[config.mk]
export PLATFORM = sky130hd
export DESIGN_NAME = regbus_master
export DESIGN_NICKNAME = d
export VERILOG_FILES = /design/src/rtl/regbus_pkg.sv /design/src/rtl/regbus_master.sv
export SDC_FILE = /design/constraint.sdc
export NUM_CORES = 1
export LEC_CHECK = 0
export BUFFER_PORTS_ARGS = -buffer_cell sky130_fd_sc_hd__buf_2
export CORE_ASPECT_RATIO = 1.5
export CORE_MARGIN = 2
export CORE_UTILIZATION = 47
export DETAILED_ROUTE_END_ITERATION = 10
export PLACE_DENSITY = 0.84
export SLEW_MARGIN = 0
export SYNTH_ARGS = -nofsm -noshare
export SYNTH_HDL_FRONTEND = slang
export SYNTH_SLANG_ARGS = --single-unit
[constraint.sdc]
create_clock -name clk -period 2.85 [get_ports clk]
set_input_delay 0.4275 -clock clk [delete_from_list [all_inputs] [get_ports clk]]
set_output_delay 0.4275 -clock clk [all_outputs]
set_load 0.02 [all_outputs]
[src/rtl/regbus_pkg.sv]
// Shared types and constants for the peripheral register-bus initiator.
package regbus_pkg;

  typedef enum logic [2:0] {
    IDLE = 3'd0,
    RD   = 3'd1,
    RCAP = 3'd2,
    WR   = 3'd3,
    ACK  = 3'd4
  } regbus_state_e;

  localparam logic [15:0] REGBUS_BASE_DEFAULT = 16'o177700;

  localparam logic [3:0] REG_TIMER_RELOAD = 4'o06;
  localparam logic [3:0] REG_TIMER_COUNT  = 4'o10;
  localparam logic [3:0] REG_TIMER_CTRL   = 4'o12;

  // Insert the CPU byte into the word read back from the peripheral.
  function automatic logic [15:0] merge_byte(input logic        odd,
                                             input logic [15:0] wdata,
                                             input logic [15:0] rdata);
    logic [15:0] res;
    if (odd) begin
      res = {wdata[15:8], rdata[7:0]};
    end else begin
      res = {rdata[15:8], wdata[7:0]};
    end
    return res;
  endfunction

endpackage

[src/rtl/regbus_master.sv]
// CPU-to-peripheral register strobe initiator for the I/O page window.
// Byte writes become read-modify-write cycles when REGBUS_BYTE_RMW_EN is defined.
import regbus_pkg::*;

module regbus_master #(
  parameter logic [15:0] BASE = REGBUS_BASE_DEFAULT
) (
  input  logic        clk,
  input  logic        reset_n,
  input  logic        ce,
  input  logic        cpu_req,
  input  logic        cpu_we,
  input  logic        cpu_byte,
  input  logic [15:0] cpu_addr,
  input  logic [15:0] cpu_wdata,
  output logic [15:0] cpu_rdata,
  output logic        cpu_ack,
  output logic        regwr,
  output logic        regrd,
  output logic [3:0]  addr,
  output logic [15:0] per_wdata,
  input  logic [15:0] per_rdata
);

  regbus_state_e state_q, state_d;
  logic [3:0]    addr_q, addr_d;
  logic [15:0]   per_wdata_q, per_wdata_d;
  logic [15:0]   cpu_rdata_q, cpu_rdata_d;
  logic          regrd_q, regrd_d;
  logic          regwr_q, regwr_d;
  logic          cpu_ack_q, cpu_ack_d;
  logic          hit_s;
`ifdef REGBUS_BYTE_RMW_EN
  logic          rmw_q, rmw_d;
  logic          odd_q, odd_d;
`else
  logic          unused_s;
  assign unused_s = ^{cpu_byte, cpu_addr[0]};
`endif

  assign hit_s = (cpu_addr[15:4] == BASE[15:4]);

  // Next-state, datapath latches, and strobes decoded from the next state.
  always_comb begin
    state_d     = state_q;
    addr_d      = addr_q;
    per_wdata_d = per_wdata_q;
    cpu_rdata_d = cpu_rdata_q;
`ifdef REGBUS_BYTE_RMW_EN
    rmw_d       = rmw_q;
    odd_d       = odd_q;
`endif
    case (state_q)
      IDLE: begin
        if (cpu_req && hit_s && !cpu_ack_q) begin
          addr_d      = {cpu_addr[3:1], 1'b0};
          per_wdata_d = cpu_wdata;
`ifdef REGBUS_BYTE_RMW_EN
          rmw_d       = cpu_we & cpu_byte;
          odd_d       = cpu_addr[0];
          state_d     = (!cpu_we || cpu_byte) ? RD : WR;
`else
          state_d     = cpu_we ? WR : RD;
`endif
        end else begin
          state_d = IDLE;
        end
      end
      RD: begin
        if (ce) begin
          state_d = RCAP;
        end else begin
          state_d = RD;
        end
      end
      RCAP: begin
        cpu_rdata_d = per_rdata;
`ifdef REGBUS_BYTE_RMW_EN
        if (rmw_q) begin
          per_wdata_d = merge_byte(odd_q, per_wdata_q, per_rdata);
          state_d     = WR;
        end else begin
          state_d = ACK;
        end
`else
        state_d = ACK;
`endif
      end
      WR: begin
        if (ce) begin
          state_d = ACK;
        end else begin
          state_d = WR;
        end
      end
      ACK: begin
        // The request level, not the ack, decides when the handshake closes.
        if (!cpu_req) begin
          state_d = IDLE;
        end else begin
          state_d = ACK;
        end
      end
      default: begin
        state_d = IDLE;
      end
    endcase
    regrd_d   = (state_d == RD);
    regwr_d   = (state_d == WR);
    cpu_ack_d = (state_d == ACK);
  end

  // State and output registers; reset aborts any transaction in flight.
  always_ff @(posedge clk or negedge reset_n) begin
    if (!reset_n) begin
      state_q     <= IDLE;
      addr_q      <= 4'd0;
      per_wdata_q <= 16'd0;
      cpu_rdata_q <= 16'd0;
      regrd_q     <= 1'b0;
      regwr_q     <= 1'b0;
      cpu_ack_q   <= 1'b0;
`ifdef REGBUS_BYTE_RMW_EN
      rmw_q       <= 1'b0;
      odd_q       <= 1'b0;
`endif
    end else begin
      state_q     <= state_d;
      addr_q      <= addr_d;
      per_wdata_q <= per_wdata_d;
      cpu_rdata_q <= cpu_rdata_d;
      regrd_q     <= regrd_d;
      regwr_q     <= regwr_d;
      cpu_ack_q   <= cpu_ack_d;
`ifdef REGBUS_BYTE_RMW_EN
      rmw_q       <= rmw_d;
      odd_q       <= odd_d;
`endif
    end
  end

  assign cpu_rdata = cpu_rdata_q;
  assign cpu_ack   = cpu_ack_q;
  assign regwr     = regwr_q;
  assign regrd     = regrd_q;
  assign addr      = addr_q;
  assign per_wdata = per_wdata_q;

endmodule

### After elaboration in Yosys (flattened, before gate mapping)

Cells that the tools add are included.

* register bits after elaboration: 41
* bits in latches: 0
* memory bits (writable): 0
* memory bits (read-only): 0
* input bits: 54
* output and inout port bits: 39
* logic and storage cells: 26
* memories: 0

* add/sub/neg operators: 0
* $mul: 0
* div/mod/pow operators: 0
* $lt $le $gt $ge: 0
* equality and inequality tests: 8
* shifts and indexed selects: 0
* multiplexer cells: 6
* bitwise logic cells: 0
* reductions and logical operators: 5

Operators by type and width (count)
* $pmux W3 S5: 1
* $eq A12 B12 Y1 const B: 1
* $eq A3 B2 Y1 const B: 3
* $eq A3 B1 Y1 const B: 2
* $eq A3 B3 Y1 const B: 2
* $mux W2: 3
* $mux W3: 2
* $logic_not A3 Y1: 1
* $logic_and A1 B1 Y1: 2
* $reduce_and A2 Y1: 1
* $logic_not A1 Y1: 1

### Depth between registers and ports, before layout

* depth in word-level cells: 6
* gate-level depth with buffers: 5

### Least setup slack after synthesis

OpenSTA, ideal clock, no wires.

* path kind: flip-flop to flip-flop
* from: register cpu_ack_q, in the netlist cpu_ack
* to: register addr_q[3], in the netlist addr[3]
* data arrival time: 1.359 ns
* required time: 2.725 ns
* slack: 1.365 ns
* cell stages (with the launch flop): 6
* path buffers: 1
* period minus slack after synthesis: 1.485 ns
* path through: dfrtp_1 nand4b_1 nor2_1 nand3_2 buf_6 mux2_4

* cells in the longest elaborated chain, start to end: 3

Ends and longest elaborated chain
* start, declared: RTL line regbus_master.sv:31 `logic cpu_ack_q, cpu_ack_d;`
* start signal, assigned: RTL line regbus_master.sv:134 `cpu_ack_q <= cpu_ack_d;`
* $logic_not A1 Y1: RTL line regbus_master.sv:55 `if (cpu_req && hit_s && !cpu_ack_q) begin`
* $logic_and A1 B1 Y1: RTL line regbus_master.sv:55
* $reduce_and A2 Y1 (no source line)
* end signal, assigned: RTL line regbus_master.sv:129 `addr_q <= addr_d;`
* end, declared: RTL line regbus_master.sv:26 `logic [3:0] addr_q, addr_d;`

Every way passes these cells.
A chain may end at the register's enable or synchronous reset.

### Final worst setup path

* from: register state_q[1]
* to: register per_wdata_q[7], in the netlist per_wdata[7]

* cells in the longest elaborated chain, start to end: 2

Ends and longest elaborated chain
* start, declared: RTL line regbus_master.sv:25 `regbus_state_e state_q, state_d;`
* start signal, assigned: RTL line regbus_master.sv:128 `state_q <= state_d;`
* $logic_not A3 Y1: RTL line regbus_master.sv:53 `case (state_q)`
* $reduce_and A2 Y1 (no source line)
* end signal, assigned: RTL line regbus_master.sv:130 `per_wdata_q <= per_wdata_d;`
* end, declared: RTL line regbus_master.sv:27 `logic [15:0] per_wdata_q, per_wdata_d;`

Every way passes these cells.

==> impl_metrics.env <==
export IMPL_status="completed"
export IMPL_cp_top_family="simple AND/OR/NAND/NOR gates"
export IMPL_cts_reportedPaths_clkPinSlew_ns=0.08
export IMPL_antenna_left=0
export IMPL_nets=252
export IMPL_fmax_ghz=0.560
export IMPL_syn_nets=159
export IMPL_routedWlPerCell_um=14.1
export IMPL_timing_hold_ws_ns=0.255
export IMPL_cts_sinks=41
export IMPL_die_area_sq_um=4080
export IMPL_grt_max_degree=42
export IMPL_rsz0062_at_grt="no"
export IMPL_route_detailed_drc=0
export IMPL_ys_ff_latch=41
export IMPL_critPathMaxStageDelay_ns=0.46
export IMPL_yosysSeqAreaShare_pct=61.1
export IMPL_maxCapViolCount=0
export IMPL_antenna_found_initial=0
export IMPL_syn_avg_cell_area_sq_um=16.0
export IMPL_hold_viol=0
export IMPL_synthDistinctLibCells=21
export IMPL_layout_common_cells="buf_2, dfrtp_1, mux2_2"
export IMPL_finalSetupViolCount=0
export IMPL_io_buffers=89
export IMPL_initial_core_util_pct=49.2
export IMPL_worstSetupStartpointType="flip-flop"
export IMPL_cp_data_required_time_ns=3.02
export IMPL_clock_path_buffers=2
export IMPL_tns_ns=0
export IMPL_rows=26
export IMPL_hpwl_um=2600
export IMPL_vias_per_cell=4.95
export IMPL_diodes=0
export IMPL_yosysWarnings=0
export IMPL_crit_arrival_ns=1.95
export IMPL_ir_worst_vdd_v=0.000401
export IMPL_cts_resized=0
export IMPL_reg2reg_from="state_q[1]$_DFF_PN0_"
export IMPL_powerDensity_nw_per_um2=450
export IMPL_critical_path_class="flip-flop to flip-flop"
export IMPL_hold_path_class="input pin to asynchronous set/reset pin"
export IMPL_finalPower_uw=1000
export IMPL_p_leak_uw=0.00135
export IMPL_grt_pass1_vias=1224
export IMPL_synth_ff_type="dfrtp_1"
export IMPL_startpoint="state_q[1]$_DFF_PN0_"
export IMPL_postSynth_asyncResetShare_pct=100
export IMPL_area_growth_pct=32.8
export IMPL_die_y_um=77.2
export IMPL_path_buf_inv=1
export IMPL_max_slew_margin_pct=42.0
export IMPL_io_pins=93
export IMPL_slowest_stage="dfrtp_1"
export IMPL_period_needed_ns=1.79
export IMPL_coreArea_sq_um=3420
export IMPL_clk_latency_ns=0.28
export IMPL_final_util_pct=65.3
export IMPL_cts_buffers=5
export IMPL_drive_above_1_share_pct=68.3
export IMPL_vias=1192
export IMPL_post_cts_setup_buffers=0
export IMPL_cts_max_level=2
export IMPL_routed_wl_um=3390
export IMPL_cts_tree="yes"
export IMPL_critPathMaxFanout=13
export IMPL_gp_congestion=0.711
export IMPL_fin_worst_skew_ns=0.00674
export IMPL_netlist_area_sq_um=1680
export IMPL_layout_commonest_cell="buf_2"
export IMPL_worstPathCellList="nor3b_2 -> nand3_2 -> buf_4 -> mux2_4"
export IMPL_track_usage_pct=17.9
export IMPL_synth_edf_count=0
export IMPL_grt_ovfl_total=0
export IMPL_period_share_pct=62.6
export IMPL_root_buffer="clkbuf_8"
export IMPL_cts_hold_buf=0
export IMPL_grt_pass1_wl_um=5340
export IMPL_final_cells=241
export IMPL_endpoint_kind="flip-flop"
export IMPL_numPlacedInstances=233
export IMPL_syn_inst=105
export IMPL_finalMaxSlewViolations=0
export IMPL_tightestPinTransition_ns=0.870
export IMPL_drt_iter0_markers=24
export IMPL_die_x_um=52.8
export IMPL_first_pass_iters=3
[power by group]
| part | leakage (uW) | switching, uW | total [uW] | internal, uW |
|---|---|---|---|---|
| sequential | 0.000573 | 1.18 | 585 | 584 |
| clock | 0.0000439 | 189 | 358 | 169 |
| combinational | 0.000731 | 28.8 | 60.0 | 31.2 |
[area by class of cell]
| class | instances | area (sq um) |
|---|---|---|
| fill | 286 | 1190 |
| sequential | 41 | 1030 |
| multi-input combinational | 59 | 608 |
| timing repair buffer | 90 | 453 |
| clock buffer | 5 | 68.8 |
| tap | 42 | 52.6 |
| clock inverter | 3 | 17.5 |
| inverter | 1 | 3.75 |
[cells by family (layout without fill, tap and decap cells)]
logic type / after synthesis / in the layout / share of synthesized area, %
other cells: 1 / 1 / 0.223
xor+xnor: 1 / 1 / 0.522
compound gates: 5 / 5 / 1.86
simple gates: 17 / 17 / 6.56
mux: 35 / 35 / 27.0
flops: 41 / 41 / 61.1
buf+inv: 5 / 99 / 2.68
[synthesized netlist by cell type (2+ instances only)]
master | count | share of area, %
buf_6 | 3 | 2.0
dfrtp_1 | 41 | 61
mux2_2 | 19 | 13
mux2_4 | 16 | 14
nand2_1 | 3 | 0.67
nand2b_1 | 5 | 1.9
nand4b_1 | 2 | 1.0
o21ai_0 | 2 | 0.60
o22ai_1 | 2 | 0.75
[flip-flops by register name, indices dropped and copies added (netlist names)]
| signal | flops |
|---|---|
| regrd | 1 |
| cpu_ack | 1 |
| per_wdata | 16 |
| regwr | 1 |
| cpu_rdata | 16 |
| state_q | 3 |
| addr | 3 |
[per-layer routing]
| layer | track usage, % | vias to the layer above | part of all wire (%) |
|---|---|---|---|
| li1 | - | 554 | - |
| met1 | 18.8 | 569 | 36 |
| met2 | 32.0 | 65 | 56 |
| met3 | 4.28 | 4 | 6.9 |
| met4 | 8.46 | 0 | 1.3 |
| met5 | 0 | - | 0 |
[path summary, 6_finish.rpt]
path / end / slack [ns] / depth (start not counted)
worst min-delay path: per_wdata[1]$_DFFE_PN0P_ / 0.26 / 1
min in group clk: addr[2]$_DFFE_PN0P_ / 0.37 / 2
max in group asynchronous: cpu_rdata[15]$_DFFE_PN0N_ / 2.04 / 1
worst max register to register: per_wdata[7]$_DFFE_PN0P_ / 1.06 / 4
worst min register to register: cpu_rdata[12]$_DFFE_PN0N_ / 0.51 / 1
worst max-delay path: per_wdata[7]$_DFFE_PN0P_ / 1.06 / 4
[metrics by stage]
step           cell area, sq um  worst slack (ns)
6_report                   2230              1.06
5_1_grt                    2230             0.946
4_1_cts                    2230              1.05
3_5_place_dp               2140             0.968
3_3_place_gp               2140             0.995
2_1_floorplan              1680              1.37
Power figures use the tool's default switching activity.
